==> src/rtl/debounce_timer_scheduler.sv <==
`default_nettype none
// ============================================================================
// Module   : debounce_timer_scheduler
// Purpose  : Shared prescaled debounce timers plus round-robin event queue for
//            N debouncer channels, delivered over a valid/ready handshake.
// Revision : 1.0  initial release
// ============================================================================
module debounce_timer_scheduler #(
    parameter int N_CH           = 4,
    parameter int TICK_DIV       = 50000,
    parameter int DEBOUNCE_TICKS = 20,
    parameter int ID_W           = 2
) (
    input  logic            clk,
    input  logic            reset,
    input  logic [N_CH-1:0] timer_run,
    output logic [N_CH-1:0] timer_done,
    input  logic [N_CH-1:0] debounced,
    output logic            evt_valid,
    input  logic            evt_ready,
    output logic [ID_W-1:0] evt_id,
    output logic            evt_press,
    output logic [N_CH-1:0] ovf,
    input  logic            ovf_clr
);

    localparam int c_PRE_W = (TICK_DIV > 1) ? $clog2(TICK_DIV) : 1;
    localparam int c_CNT_W = $clog2(DEBOUNCE_TICKS + 1);

    logic [c_PRE_W-1:0] r_presc;
    logic               w_tick;

    logic [N_CH-1:0]    r_prev;
    logic [N_CH-1:0]    r_pend;
    logic [N_CH-1:0]    r_ptype;
    logic [N_CH-1:0]    r_ovf;
    logic [N_CH-1:0]    w_edge;
    logic [N_CH-1:0]    w_take;
    logic [N_CH-1:0]    w_ovf_set;

    logic               r_valid;
    logic [ID_W-1:0]    r_id;
    logic               r_press;
    logic [ID_W-1:0]    r_rr;

    logic               w_gnt_vld;
    logic [ID_W-1:0]    w_gnt;
    logic [ID_W-1:0]    w_cand;
    logic [ID_W-1:0]    w_rr_nxt;
    logic               w_load;

    assign w_tick = (r_presc == c_PRE_W'(TICK_DIV - 1));

    always_ff @(posedge clk or posedge reset) begin
        if (reset) begin
            r_presc <= '0;
        end else if (w_tick) begin
            r_presc <= '0;
        end else begin
            r_presc <= r_presc + 1'b1;
        end
    end

    // One saturating tick counter per channel; a low timer_run clears it.
    generate
        for (genvar g = 0; g < N_CH; g++) begin : g_ch
            logic [c_CNT_W-1:0] r_cnt;

            always_ff @(posedge clk or posedge reset) begin
                if (reset) begin
                    r_cnt <= '0;
                end else if (!timer_run[g]) begin
                    r_cnt <= '0;
                end else if (w_tick && (r_cnt < c_CNT_W'(DEBOUNCE_TICKS))) begin
                    r_cnt <= r_cnt + 1'b1;
                end
            end

            assign timer_done[g] = timer_run[g] && (r_cnt == c_CNT_W'(DEBOUNCE_TICKS));
        end
    endgenerate

    // First pending channel at or after the round-robin pointer.
    always_comb begin
        w_gnt_vld = 1'b0;
        w_gnt     = '0;
        w_cand    = '0;
        for (int i = 0; i < N_CH; i++) begin
            w_cand = ID_W'((int'(r_rr) + i) % N_CH);
            if (!w_gnt_vld && r_pend[w_cand]) begin
                w_gnt_vld = 1'b1;
                w_gnt     = w_cand;
            end
        end
    end

    assign w_load   = (!r_valid || evt_ready) && w_gnt_vld;
    assign w_rr_nxt = (w_gnt == ID_W'(N_CH - 1)) ? '0 : w_gnt + 1'b1;

    always_comb begin
        w_take = '0;
        if (w_load) begin
            w_take[w_gnt] = 1'b1;
        end
    end

    // A slot being granted this cycle counts as empty, so a fresh edge is not an overflow.
    assign w_edge    = r_prev ^ debounced;
    assign w_ovf_set = w_edge & r_pend & ~w_take;

    always_ff @(posedge clk or posedge reset) begin
        if (reset) begin
            r_prev  <= '0;
            r_pend  <= '0;
            r_ptype <= '0;
            r_ovf   <= '0;
        end else begin
            r_prev  <= debounced;
            r_pend  <= w_edge | (r_pend & ~w_take);
            r_ptype <= (w_edge & debounced) | (~w_edge & r_ptype);
            r_ovf   <= (ovf_clr ? '0 : r_ovf) | w_ovf_set;
        end
    end

    always_ff @(posedge clk or posedge reset) begin
        if (reset) begin
            r_valid <= 1'b0;
            r_id    <= '0;
            r_press <= 1'b0;
            r_rr    <= '0;
        end else if (w_load) begin
            r_valid <= 1'b1;
            r_id    <= w_gnt;
            r_press <= r_ptype[w_gnt];
            r_rr    <= w_rr_nxt;
        end else if (evt_ready) begin
            r_valid <= 1'b0;
        end
    end

    assign evt_valid = r_valid;
    assign evt_id    = r_id;
    assign evt_press = r_press;
    assign ovf       = r_ovf;

endmodule
`default_nettype wire

==> config.mk <==
export PLATFORM = sky130hd
export DESIGN_NAME = debounce_timer_scheduler
export DESIGN_NICKNAME = d
export VERILOG_FILES = /design/src/rtl/debounce_timer_scheduler.sv
export SDC_FILE = /design/constraint.sdc
export NUM_CORES = 1
export LEC_CHECK = 0
export ABC_AREA = 1
export BUFFER_PORTS_ARGS = -buffer_cell sky130_fd_sc_hd__buf_2
export CORE_ASPECT_RATIO = 0.75
export CORE_MARGIN = 5
export CORE_UTILIZATION = 45
export CTS_CLUSTER_SIZE = 40
export DETAILED_ROUTE_END_ITERATION = 10
export GPL_ROUTABILITY_DRIVEN = 0
export PLACE_DENSITY_LB_ADDON = 0.1
export SLEW_MARGIN = 10
export SYNTH_ARGS = -nofsm -noshare
export SYNTH_HDL_FRONTEND = slang
export SYNTH_SLANG_ARGS = --single-unit
==> constraint.sdc <==
create_clock -name clk -period 4.8 [get_ports clk]
set_clock_uncertainty 0.05 [all_clocks]
set_input_delay 0.48 -clock clk [delete_from_list [all_inputs] [get_ports clk]]
set_output_delay 0.48 -clock clk [all_outputs]
set_load 0.03 [all_outputs]
# Word level (Yosys, flattened, before mapping)
# Index checks and enable logic that the tools add are counted.
[op_classes] mul=0 addsub=9 n_div=0 magnitude_cmp=10 shifts=0 n_bitwise=11 reduce_logical=19 eq_ne=10 n_mux=34
[ops] cell="$mux W5" count=8
[ops] cell="$add A5 B1 Y5 const B" count=4
[ops] cell="$and A4 B4 Y4" count=5
[ops] cell="$eq A5 B5 Y1 const B" count=4
[ops] cell="$lt A5 B5 Y1 const B" count=4
[ops] cell="$add A16 B1 Y16 const B" count=1
[ops] cell="$eq A16 B16 Y1 const B" count=1
[ops] cell="$mux W16" count=1
[ops] cell="$lt A2 B3 Y1 const B" count=5
[ops] cell="$logic_and A1 B1 Y1" count=13
[ops] cell="$mux W1" count=12
[ops] cell="$or A4 B4 Y4" count=3
[ops] cell="$bmux W1 S2" count=5
[ops] cell="$mux W2" count=5
[ops] cell="$mux W4" count=2
[ops] cell="$ne A2 B1 Y1 const B" count=4
[ops] cell="$not A4 Y4" count=2
[ops] cell="$add A2 B1 Y2 const B" count=2
[ops] cell="$add A2 B2 Y2 const B" count=2
[ops] cell="$logic_not A1 Y1" count=4
[ops] cell="$xor A4 B4 Y4" count=1
[ops] cell="$demux W1 S2" count=1
[ops] cell="$eq A2 B2 Y1 const B" count=1
[ops] cell="$ge A2 B1 Y1 const B" count=1
[ops] cell="other kinds (2)" count=2
[totals] register_bits=58 latch_bits=0 in_bits=12 output_inout_bits=12 mem_count=0 rom_bits=0 mem_bits_rw=0

# Logic depth before layout (Yosys ltp)
# Gate-level depths: netlist (run 1).
[depth] word_depth=20 depth_mapped=15 depth_no_buf=14

# Worst setup path before layout (run 1)
# No wires, ideal clock.
[synth_timing] kind="register to output" startpoint="register g_ch[3].r_cnt[0]" endpoint="output timer_done[3]" n_path_buf=0 arrival_time_ns=1.320 setup_slack_ns=2.950 stages_incl_launch_ff=5 cell_sequence="dfrtp_1 inv_1 ha_1 nand3_1 nor3_1"
[synth_via] elab_chain_len=2
[synth_lines] element="start: declaration" line="67" source="logic [c_CNT_W-1:0] r_cnt;"
[synth_lines] element="start signal: assignment" line="75" source="r_cnt <= r_cnt + 1'b1;"
[synth_lines] element="$eq A5 B5 Y1" line="79" source="assign timer_done[g] = timer_run[g] && (r_cnt == c_CNT_W'(DEBOUNCE_TICKS));"
[synth_lines] element="$logic_and A1 B1 Y1" line="79"
[synth_lines] element="end: declaration" line="17" source="output logic [N_CH-1:0] timer_done,"
# Every way passes these cells.

# Worst setup path in the final report (run 1)
[layout_timing] startpoint="register r_rr[0]" endpoint="register r_rr[1]"
[layout_via] elab_chain_len=14 word_cells_on_any_way=29 cone_classes="4 x add/sub; 1 x eq/ne; 17 x mux; 7 x reduce/logical"
[layout_lines] element="start: declaration" line="44" source="logic [ID_W-1:0] r_rr;"
[layout_lines] element="start signal: assignment" line="135" source="r_rr <= w_rr_nxt;"
[layout_lines] element="parallel branches: the longest is 11 deep, another holds $add A2 B1 Y2"
[layout_lines] element="$mux W2 (*)" line="90" source="if (!w_gnt_vld && r_pend[w_cand]) begin"
[layout_lines] element="named net w_gnt[0]" line="47" source="logic [ID_W-1:0] w_gnt;"
[layout_lines] element="$add A2 B1 Y2 / $eq A2 B2 Y1 (equally long branches)" line="98" source="assign w_rr_nxt = (w_gnt == ID_W'(N_CH - 1)) ? '0 : w_gnt + 1'b1;"
[layout_lines] element="$mux W2 (*)" line="98"
[layout_lines] element="named net w_rr_nxt[1]" line="49" source="logic [ID_W-1:0] w_rr_nxt;"
# Mark *: on every way through the listed nets, which the timed path passes. The select of a mux whose other input is x is not followed.
# A chain may end at the register's enable or synchronous reset.

==> impl_results.md, run 1 <==
- Run status: completed
- Number of synthesized register bits: 58
- Worst path required time: approximately 5 ns
- Clk pwr share: between 20% and 30%
- Synth Flop Type: dfrtp_1
- Skew-Pair Late Insertion Delay: 0.34 ns
- Vias: approximately 2,500
- Largest net degree at the start of global routing: 54
- Post-DP HPWL: 4.47 mm
- Sw frac: approximately two fifths
- Post-synth ARST share: 100%
- Flop pwr share: about 36%
- Max H-tree Level: 3
- Slew HR: 54.9%
- NetSw: a little under 700 uW
- Final Max Slew Viols: 0
- Total CTS buffers: 9
- Rows: 26
- CTS root buf: clkbuf_8
- Max-cap violations: 0
- Filler cells: roughly 650
- Initial DRC count: roughly 130
- CP endpoint kind: flop
- Fraction of layout cells with a size suffix above 1: between 10% and 20%
- Starting Density: between 40 and 50%
- Post-synth EDFFs: 0
- Fin nets: around 450
- Die W: around 110 um
- Commonest non-fill, non-tap cells in the layout: nand2_1 (82), inv_1 (60), dfrtp_1 (58), nor2_1 (40), nand3_1 (29)
- Final hold violations: 0
- Commonest non-fill, non-tap cell in the layout: nand2_1
- Tot Pwr: between 1.5 and 2 mW
- Synth warn: 0
- Die Span Y: approximately 82 um
- Num Clock Sinks: 58
- Antenna violation net count after detailed routing: 0
- Post-CTS Setup Bufs: 0
- CTS tree: done
- RSZ-0062 raised after global routing: no
- Drt wl/cell: 11.8 um
- CTS max path bufs: 2
- TNS Setup: 0 ns
- Cells after Synth: 388
- Crit path cell chain: nand2_1 -> nand3_1 -> nand2_2 -> inv_1 -> nand3_1 -> nand3_2 -> inv_1 -> ha_1 -> nand2_1 -> o21ai_0
- Sequential fraction of the synthesis area: between 40% and 50%
- Gr ovfl total: 0
- Ports: 24
- Crit Path Max Fanout: 10
- Logic pwr share: a little under two fifths
- Die ar.: slightly below 9000 sq um
- Clock Pin Slew Worst Setup and Hold Paths: roughly 0.07 ns
- Hold Crit Class: input pin to flop
- Max Clk Rate: around 480 MHz
- Mapped Nets: about 410
- First-pass GRT wire length: 10.3 mm
- Crit path kind: flop to flop
- Initial DRT Pass Iterations: 4
- Final setup vio count: 0
- Crit path launch type: flop
- Mean post-synth cell area: a little over 8 sq um
- Cell-internal power: ~1.0 mW
- Hold buffers post-CTS: 1
- Antenna diodes: 0
- Lkg Pwr: roughly 1.8 nW
- Slowest-stage cell, CP: dfrtp_1
- Total track usage: 14.9%
- Layout area overhead: 13.3%
- Final worst-path cycle share: 43.6%
- Max incr delay on CP: 0.60 ns
- Port buffer count: 23
- Peak VDD IR: about 0.18 mV
- Drt via density: just under 5
- Core area: a little under 7000 sq um
- Resized cells post-CTS: 0
- Vias in the first global route: around 2,300
- DR DRC count: 0
- Initial antenna violation count: 0
- Worst Path Buf+Inv: 2
- Worst Path Arrival: ~2.3 ns
- Wirelength, routed: roughly 6.0 mm
- Family with the most delay on the worst path: simple AND/OR/NAND/NOR gates
- Yosys cell types: 34
- Power density cells: roughly 470 nW/um^2
- Min Tclk post-route: 2.09 ns
- Mapped Area: ~3200 sq um
- Tightest Pin Transition: 0.676 ns
worst register-to-register path: cells and delay by family, from the launching register on:
kind	cells	cell delay, ns
buffers and inverters	2	0.17
DFF	1	0.60
AOI/OAI and AO/OA	1	0.07
adders and majority gates	1	0.30
and+or+nand+nor	6	0.78
layer usage:
layer,share of wire (%),global-route usage (%),vias up
met5,0,0,-
met2,42,22.3,30
li1,-,-,1311
met3,4.0,5.21,4
met1,53,20.8,1116
met4,0.50,3.58,0
cell usage after synthesis, types with 6 or more instances:
cell type	number	area share, %
inv_1	61	7.3
nand2_2	9	1.8
nand3_1	29	4.6
nor3_1	7	1.1
xor2_1	6	1.7
nand2_1	82	9.8
ha_1	13	5.2
dfrtp_1	58	46
nor2_1	40	4.8
o21ai_0	21	3.3
a21oi_1	13	2.1
nand4_1	12	2.4
flip-flops by register name (all words and copies together), names as in the netlist, named ones only:
| signal | count |
|---|---|
| evt_press | 1 |
| evt_valid | 1 |
| r_presc | 16 |
| r_rr | 2 |
| r_pend | 4 |
| g_ch.r_cnt | 20 |
| ovf | 4 |
| evt_id | 2 |
| r_prev | 4 |
cells by family after synthesis:
kind of cell | synth area share, %
fa+ha+maj | 5.16
flops | 46.0
compound gates | 7.46
simple gates | 30.6
xor+xnor | 1.95
buf+inv | 8.81
power groups by stage:
stage | Clock [mW] | Combinational, mW | Sequential, mW
after floorplan | 0 | 0.466 | 0.658
after global placement | 0 | 0.631 | 0.618
after detailed placement | 0 | 0.641 | 0.618
after CTS | 0.459 | 0.646 | 0.609
after global routing | 0.481 | 0.732 | 0.620
final | 0.447 | 0.638 | 0.610
metrics by stage:
stage          setup WS [ns]  cells  hold WS, ns  instance area [sq um]  util, %
2_1_floorplan           2.84    388        0.382                   3150        -
3_3_place_gp            2.80    495        0.316                   3370     49.5
3_5_place_dp            2.73    495        0.315                   3370     49.5
4_1_cts                 2.71    510        0.225                   3570     52.5
5_1_grt                 2.47    510        0.227                   3570     52.5
6_report                2.71    510        0.234                   3570     52.5
final timing paths:
path                         startpoint          endpoint  slack (ns)  cells past startpoint
max                             r_rr[0]           r_rr[1]        2.71                     10
min                        debounced[0]         r_prev[0]        0.23                      1
max reg2reg                     r_rr[0]           r_rr[1]        2.71                     10
min reg2reg                  r_presc[0]        r_presc[0]        0.41                      1
max in group asynchronous         reset        r_presc[0]        3.31                      4
min in group asynchronous         reset  g_ch[2].r_cnt[4]        0.50                      3
cell type report:
| type | instances | area (sq um) | share of cell area [%] |
|---|---|---|---|
| inverter | 68 | 267 | 7.47 |
| tap | 84 | 105 | 2.94 |
| multi-input combinational | 261 | 1420 | 39.9 |
| clock buffer | 11 | 151 | 4.24 |
| sequential | 58 | 1450 | 40.7 |
| clock inverter | 3 | 40.0 | 1.12 |
| timing repair buffer | 25 | 133 | 3.72 |
No activity file was read; power rests on OpenSTA's default activity.
==> run 2: changes to the inputs <==
ABC_AREA = 0   (was 1)
clock period = 2 ns   (was 4.8 ns; I/O delays follow)
==> run 2 against run 1 <==
Compared with the run above: clock-buffer cell count grew 2; critical path type unchanged; global-route usage is essentially flat; first-iteration DRC count decreased by 24%; final area shrank 7.5%; register-to-register slack lost 2.6 ns; synthesized cell count shrank 27%; fmax up 11%; die area down 8.9%; cell count is 20% lower; routed wire length down 12%.
==> impl_results.md, run 2 <==
- Starting Density: between 40% and 50%
- Cell-internal power: between 2 and 2.5 mW
- Final Max Slew Viols: 0
- Skew-Pair Late Insertion Delay: roughly 0.33 ns
- Cells after Synth: roughly 280
- Initial DRC count: between 90 and 100
- Max incr delay on CP: ~0.42 ns
- Post-route cell area: 3300 sq um
- R2r setup slk: about 0.11 ns
- Synth Flop Type: dfrtp_1
- Max reg flops: 20
- Fraction of layout cells with a size suffix above 1: ~16%
- Total CTS buffers: 9
- Final hold violations: 0
- Run status: completed
- Crit path kind: flop to flop
- Vias in the first global route: roughly 2,000
- Crit path cell chain: mux2_2 -> o221a_2 -> inv_2 -> mux2_2 -> nand3_1 -> o311ai_1
- Die ar.: about 8000 sq um
- Family with the most delay on the worst path: multiplexers
- Num Clock Sinks: a little under 60
- Rows: 25
- CTS max path bufs: 2
- Layout area overhead: 16.4%
- Peak VDD IR: approximately 0.43 mV
- Initial DRT Pass Iterations: 4
- Crit path launch type: flop
- Sw frac: between 30% and 40%
- Mean post-synth cell area: between 10 and 15 sq um
- First-pass GRT wire length: about 9.3 mm
- Gr ovfl total: 0
- Post-DP HPWL: approximately 3.8 mm
- Met2 Usage GRT: between 20% and 30%
- Yosys cell types: 39
- Drt via density: 4.98
- Final worst slack: 0.106 ns
- Max Clk Rate: roughly 530 MHz
- Core area: ~6200 sq um
- CP endpoint kind: flop
- Final hold slack: approximately 0.071 ns
- Commonest non-fill, non-tap cell in the layout: dfrtp_1
- Synth area leader: dfrtp_1
- Synth area leaders: dfrtp_1 (51%), xnor2_1 (6.8%), ha_1 (5.7%)
- Lkg Pwr: roughly 1.5 nW
- Tightest Pin Transition: between 0.5 and 0.6 ns
- M3 GR Usage: between 5 and 6%
- Fin nets: approximately 350
- Dpl ws: roughly 0.12 ns
- Total track usage: roughly 15%
- TNS Setup: 0 ns
- Power density cells: about 950 nW/um^2
- Worst path required time: 2.14 ns
- Post-synth EDFFs: 0
- Post-CTS Setup Bufs: 0
- Commonest cells post-synth: dfrtp_1 (58), nand2_1 (38), nand3_1 (24)
- RSZ-0062 raised after global routing: no
- Top cell type's share of synthesized area: 51.1%
- Max-cap violations: 0
- Max H-tree Level: 3
- Drt wl/cell: about 13 um
- Tot Pwr: between 3 and 4 mW
- Final setup vio count: 0
- CP most frequent cell: mux2_2
- Met1 global-route usage: a little over a fifth
- Clk pwr share: 29.2%
- Worst Path Arrival: slightly above 2 ns
- DR DRC count: 0
- Ports: 24
- Slowest-stage cell, CP: dfrtp_1
- Number of synthesized register bits: just under 60
- Antenna violation net count after detailed routing: 0
- Worst Path Buf+Inv: 1
- Initial antenna violation count: 0
- Mapped Nets: between 300 and 400
- Antenna diodes: 0
- Post-Place Cell Area: 3090 sq um
- Clock Pin Slew Worst Setup and Hold Paths: about 0.060 ns
- CTS tree: done
- Commonest non-fill, non-tap cells in the layout: dfrtp_1 (58), nand2_1 (38), nand3_1 (24), buf_2 (23), xnor2_1 (22)
- Final worst-path cycle share: 94.7%
- Largest net degree at the start of global routing: between 50 and 60
- Layer with the highest usage: met1
- Wirelength, routed: 5.29 mm
- Largest Register: g_ch.r_cnt
- Die Span Y: 78.8 um
- Sequential fraction of the synthesis area: between 50% and 60%
- NetSw: around 1.0 mW
- Flop pwr share: 45.1%
- Slew HR: about three fifths
- Crit Path Max Fanout: 6
- Most common cell in the netlist: dfrtp_1
- Synth warn: 0
- Vias: ~2,000
- Die W: just over 100 um
- Logic pwr share: 25.7%
- Min Tclk post-route: about 1.9 ns
- Regs by FF count: g_ch.r_cnt x20, r_presc x16
- Post-synth ARST share: 100%
- Mapped Area: 2840 sq um
- Hold Crit Class: input pin to flop
- CTS root buf: clkbuf_8
- Port buffer count: 23
-- run 2: cell type report --
| cell class | count | area (sq um) |
|---|---|---|
| Clock buffer | 13 | 149 |
| Clock inverter | 3 | 15.0 |
| Fill cell | 555 | 2920 |
| Inverter | 20 | 75.1 |
| Multi-Input combinational cell | 200 | 1290 |
| Sequential cell | 58 | 1450 |
| Tap cell | 81 | 101 |
| Timing Repair Buffer | 34 | 223 |
-- run 2: timing repair --
action	CTS	global route
hold buffers	5	0
hold endpoints to repair	62	0
setup endpoints to repair	0	3
gates resized for setup	0	1
-- run 2: power by group through the flow --
stage          registers, mW  clock network, mW  logic, mW
2_1_floorplan           1.56                  0      0.448
3_3_place_gp            1.43                  0      0.789
3_5_place_dp            1.43                  0      0.798
4_1_cts                 1.41              0.958      0.810
5_1_grt                 1.43               1.01      0.882
6_report                1.41              0.914      0.805
-- run 2: stage by stage --
step	instances	util, %
global placement	388	49.6
finish	409	53.0
detailed placement	388	49.6
CTS	409	53.0
global route	409	53.0
floorplan	282	-
-- run 2: cells by family after synthesis --
family          synth area share (%)
mux                             1.50
fa+ha+maj                       6.08
buf+inv                         3.53
xor+xnor                        8.64
flops                           51.1
simple gates                    21.5
compound gates                  7.63
-- run 2: worst paths after layout --
kind,from,cells after the start,to
min,ovf_clr,2,ovf[2]
min in group asynchronous,reset,4,evt_valid
max reg2reg,r_rr[1],6,evt_press
max in group asynchronous,reset,4,r_prev[1]
min reg2reg,evt_id[0],2,evt_id[0]
max,r_rr[1],6,evt_press
-- run 2: metal layers --
layer,routed length [um],vias up
li1,-,1043
met5,0,-
met3,243,4
met1,2810,957
met2,2190,33
met4,44,0
